File: src/rtl/shift_pkg.sv
// Shared types and sizing for the shift sequencer slice.
// FSM state encoding and default data/amount widths live here.
package shift_pkg;

    localparam int DEF_WIDTH = 8;
    localparam int DEF_AMT_W = 4;
    localparam int CNT_W     = $clog2(DEF_WIDTH + 1);

    typedef enum logic [2:0] {
        IDLE,
        LOAD,
        SHIFT,
        CAPTURE,
        DONE
    } state_t;

endpackage

File: src/rtl/shift_count.sv
// Loadable down-counter that tracks the remaining shift cycles.
// Saturates at zero; o_is_one marks the final shift cycle.
module shift_count
    import shift_pkg::*;
#(
    parameter int W = CNT_W
) (
    input  logic         clk,
    input  logic         reset,
    input  logic         i_load,
    input  logic [W-1:0] i_load_val,
    input  logic         i_dec,
    output logic         o_is_one
);

    logic [W-1:0] r_count;

    always_ff @(posedge clk) begin
        if (reset) begin
            r_count <= '0;
        end else if (i_load) begin
            r_count <= i_load_val;
        end else if (i_dec && (r_count != '0)) begin
            r_count <= r_count - W'(1);
        end
    end

    assign o_is_one = (r_count == W'(1));

endmodule

File: src/rtl/shift_sequencer.sv
// Command-driven controller: load, shift `amount` times, capture, return.
// Moore FSM; every shifter control is decoded from the state register.
module shift_sequencer
    import shift_pkg::*;
#(
    parameter int WIDTH = DEF_WIDTH,
    parameter int AMT_W = DEF_AMT_W
) (
    input  logic             clk,
    input  logic             reset,
    input  logic             cmd_valid,
    output logic             cmd_ready,
    input  logic [WIDTH-1:0] cmd_value,
    input  logic [AMT_W-1:0] cmd_amount,
    input  logic             cmd_arith,
    output logic [WIDTH-1:0] sh_load_val,
    output logic             sh_load_n,
    output logic             sh_shift,
    output logic             sh_asr,
    input  logic [WIDTH-1:0] sh_q,
    output logic             res_valid,
    input  logic             res_ready,
    output logic [WIDTH-1:0] res_data
);

    localparam int CW = $clog2(WIDTH + 1);

    state_t           r_state;
    state_t           w_next;
    logic [WIDTH-1:0] r_value;
    logic [WIDTH-1:0] r_res_data;
    logic             r_arith;
    logic [CW-1:0]    r_amt;
    logic [CW-1:0]    w_amt_clamp;
    logic             w_accept;
    logic             w_cnt_load;
    logic             w_cnt_dec;
    logic             w_cnt_one;

    assign w_accept    = cmd_valid && cmd_ready;
    assign w_amt_clamp = (32'(cmd_amount) > 32'(WIDTH))
                       ? CW'(WIDTH)
                       : CW'(cmd_amount);

    always_ff @(posedge clk) begin
        if (reset) begin
            r_value <= '0;
            r_arith <= 1'b0;
            r_amt   <= '0;
        end else if (w_accept) begin
            r_value <= cmd_value;
            r_arith <= cmd_arith;
            r_amt   <= w_amt_clamp;
        end
    end

    always_ff @(posedge clk) begin
        if (reset) begin
            r_state <= IDLE;
        end else begin
            r_state <= w_next;
        end
    end

    always_ff @(posedge clk) begin
        if (reset) begin
            r_res_data <= '0;
        end else if (r_state == CAPTURE) begin
            r_res_data <= sh_q;
        end
    end

    // Counter is primed during LOAD so it holds `amount` on SHIFT entry.
    assign w_cnt_load = (r_state == LOAD);
    assign w_cnt_dec  = (r_state == SHIFT);

    shift_count #(
        .W (CW)
    ) u_count (
        .clk        (clk),
        .reset      (reset),
        .i_load     (w_cnt_load),
        .i_load_val (r_amt),
        .i_dec      (w_cnt_dec),
        .o_is_one   (w_cnt_one)
    );

    always_comb begin
        w_next = r_state;
        unique case (r_state)
            IDLE:    if (w_accept) w_next = LOAD;
            LOAD:    w_next = (r_amt != '0) ? SHIFT : CAPTURE;
            SHIFT:   if (w_cnt_one) w_next = CAPTURE;
            CAPTURE: w_next = DONE;
            DONE:    if (res_ready) w_next = IDLE;
            default: w_next = IDLE;
        endcase
    end

    always_comb begin
        cmd_ready   = 1'b0;
        sh_load_n   = 1'b1;
        sh_shift    = 1'b0;
        sh_asr      = 1'b0;
        sh_load_val = r_value;
        res_valid   = 1'b0;
        unique case (r_state)
            IDLE: begin
                cmd_ready   = !reset;
                sh_load_val = '0;
            end
            LOAD: begin
                sh_load_n = 1'b0;
                sh_asr    = r_arith;
            end
            SHIFT: begin
                sh_shift = 1'b1;
                sh_asr   = r_arith;
            end
            CAPTURE: begin
                sh_asr = r_arith;
            end
            DONE: begin
                res_valid = 1'b1;
            end
            default: begin
                sh_load_val = '0;
            end
        endcase
    end

    assign res_data = r_res_data;

endmodule

File: config.mk
export PLATFORM = sky130hd
export DESIGN_NAME = shift_sequencer
export DESIGN_NICKNAME = d
export VERILOG_FILES = /design/src/rtl/shift_pkg.sv /design/src/rtl/shift_count.sv /design/src/rtl/shift_sequencer.sv
export SDC_FILE = /design/constraint.sdc
export NUM_CORES = 1
export LEC_CHECK = 0
export CORE_MARGIN = 3
export CORE_UTILIZATION = 40
export DETAILED_ROUTE_END_ITERATION = 10
export PLACE_DENSITY = 0.72
export SLEW_MARGIN = 20
export SYNTH_ARGS = -nofsm -noshare
export SYNTH_HDL_FRONTEND = slang
export SYNTH_SLANG_ARGS = --single-unit
File: constraint.sdc
create_clock -name clk -period 1.95 [get_ports clk]
set_clock_uncertainty 0.05 [all_clocks]
set_input_delay 0.39 -clock clk [delete_from_list [all_inputs] [get_ports clk]]
set_output_delay 0.39 -clock clk [all_outputs]
set_load 0.02 [all_outputs]
==> impl_metrics.toml <==
[worst_setup_path]
cp_max_fo = 9
endpoint_kind = "output port"
arrival_ps = 1450
path_class = "flip-flop to output port"
startpoint = "r_state[2]$_SDFFE_PP0P_"
r2r_slack_ps = 210
reg2reg_from = "r_state[2]$_SDFFE_PP0P_"
critPathCapture = "sh_load_n"
worstPathRequired_ps = 1510
reg2reg_to = "r_amt[2]$_SDFFE_PP0P_"
cp-start-kind = "flip-flop"
rr_worst_depth = 7

[drt]
drt-initial-drc-count = 37
post_drt_wl_per_cell_um = 12.8
drc = 0
vias = 1199
ant_nets = 0
routed_wl_um = 3120
first_pass_iters = 5
viasPerCell = 4.91

[cells_and_area]
diodes = 0
fill_cells = 291
ff_latch_area_um2 = 563
nets = 228
multiInputGateArea_um2 = 681
area_growth_pct = 43.2
instances_no_fill = 244
layout-drive-gt1-share_pct = 16.5

[global_routing]
overflow = 0
grt_pass1_wl_um = 5400
antenna_found_initial = 0
grt_max_degree = 30
track_usage_pct = 16.7
first_global_vias = 1246

[min_path]
holdCritPathClass = "flip-flop to flip-flop"
min_from = "r_value[4]$_SDFFE_PP0P_"

[sta]
finalCritPeriodShare_pct = 97.1
period_needed_ps = 1890
max_freq_ghz = 0.528
maxSlewViolCount = 0
slew_headroom_pct = 64.8
setup_slack_ps = 57.5
hold_viol = 0
rsz0062_at_grt = "false"
setup_viol = 0
worst_slew_pin_slew_ps = 527

[place]
place_hpwl_um = 2320
io_buffers = 45
gp_congestion = 0.815
dp_slack_ps = -205
dp_cells = 239

[clock_network]
clock_latency_ps = 330
cts_tree = "yes"
cts_buffers = 3
path_clk_slew_ps = 150
cts.sinks = 28
cts_htree_levels = 1
cts_root_buf = "clkbuf_4"
cts_buffer_depth = 2

[logic_synthesis]
ys.flop_type = "dfxtp_1"
syn_area_um2 = 1300
synth_edf_count = 0
syn-num-nets = 178
avgSynthCellArea_um2 = 8.61
ys_warn_count = 0
async_reset_ff_share_pct = 0
ys_seq_area_share_pct = 43.1
synth_seq_cells = 28
ys_types = 30
syn_inst = 151

[floorplan]
coreArea_um2 = 3080
ios = 46
start_util_pct = 42.2
rows = 20
dieWidth_um = 63.0
die-area_um2 = 3970
die_h_um = 63.0

[run]
maxCapViolCount = 0

[power]
p_leak_nw = 0.833
ir_drop_v = 0.000519
powerDensity_nw_per_um2 = 1200

[run_status]
status = "completed"
==> kinds of logic (layout without fill, tap and decap cells) <==
family,count (synthesis),count (layout),share of synthesized area [%]
buf+inv,16,65,5.68
mux,9,9,7.31
compound gates,16,16,8.76
fa+ha+maj,2,2,1.92
flops,28,28,43.1
simple gates,78,78,31.9
xor+xnor,2,2,1.35
==> state kept, by name, indices dropped and copies added, names as in the netlist <==
name             cells
res_data             8
r_state              3
u_count.r_count      4
r_arith              1
r_amt                4
r_value              8
==> worst min path at each step <==
stage	endpoint	slack (ps)	depth (start not counted)
after global routing	r_value[7]$_SDFFE_PP0P_	460	2
after CTS	r_value[4]$_SDFFE_PP0P_	430	2
after detailed placement	r_value[4]$_SDFFE_PP0P_	410	2
after floorplan	r_arith$_SDFFE_PP0P_	390	2
after global placement	r_value[5]$_SDFFE_PP0P_	410	2
final	r_value[4]$_SDFFE_PP0P_	430	2
==> critical path, stage by stage, from the launching register on <==
cell and delay, ps:
dfxtp_1 360, buf_4 170, or3b_1 410, buf_2 180
==> synth_stat cells (all sizes together) (3+ instances only) <==
master	n	area share, %
a21oi	5	1.9
and2	10	4.8
buf	7	3.1
clkbuf	4	1.2
dfxtp	28	43
inv	5	1.4
mux2i	8	6.2
nand2	27	7.8
nand2b	4	1.9
nand3b	14	8.1
nor2	13	3.8
nor4	3	1.9
o31ai	4	2.3
==> where the power goes <==
part | leakage, nW | switching [W] | internal, W
clock | 0.0279 | 0.000167 | 0.000208
sequential | 0.229 | 0.0000780 | 0.000689
combinational | 0.576 | 0.000562 | 0.000525
==> routing by layer <==
layer / vias up / global-route usage, % / wire [um]
li1: 606 / - / -
met1: 554 / 17.7 / 1280
met2: 34 / 31.1 / 1590
met3: 5 / 4.68 / 204
met4: 0 / 5.79 / 43
met5: - / 0 / 0
==> repair_timing <==
action | in CTS | in global routing
setup endpoints to repair | 13 | 9
hold buffers | 0 | 0
pin swaps | 2 | 0
endpoints found under the hold margin | 0 | 0
buffers inserted | 1 | 0
gates resized for setup | 43 | 10
==> final cells by class <==
cell class                 instances  share of cell area, %
clock buffer                       3                   1.21
multi-input combinational        107                   36.6
clock inverter                     1                   1.61
sequential                        28                   30.2
inverter                           5                   1.01
tap                               44                   2.96
timing repair buffer              56                   26.4
==> layout by cell type (no fill, tap or decap), types with 2 or more instances in the layout <==
master	count
a21oi_1	5
and2_1	9
and3_1	2
buf_2	10
buf_4	9
clkbuf_4	3
clkdlybuf4s50_1	32
dfxtp_1	26
dfxtp_2	2
dlygate4sd2_1	2
ha_1	2
inv_1	5
mux2i_1	8
nand2_1	27
nand2b_1	4
nand3b_1	14
nor2_1	12
nor3_1	2
nor3b_1	2
nor4_1	2
o31ai_1	4
==> through the flow <==
step	TNS, ps	power (W)	cell area [um^2]	utilization [%]	hold slack, ps
after floorplan	0	0.00143	1300	-	395
after global placement	-576	0.00182	1840	59.7	406
after detailed placement	-853	0.00185	1840	59.7	408
after CTS	0	0.00224	1880	61.1	432
after global routing	0	0.00239	1860	60.5	457
final	0	0.00223	1860	60.5	427
No activity file was read; power rests on OpenSTA's default activity.
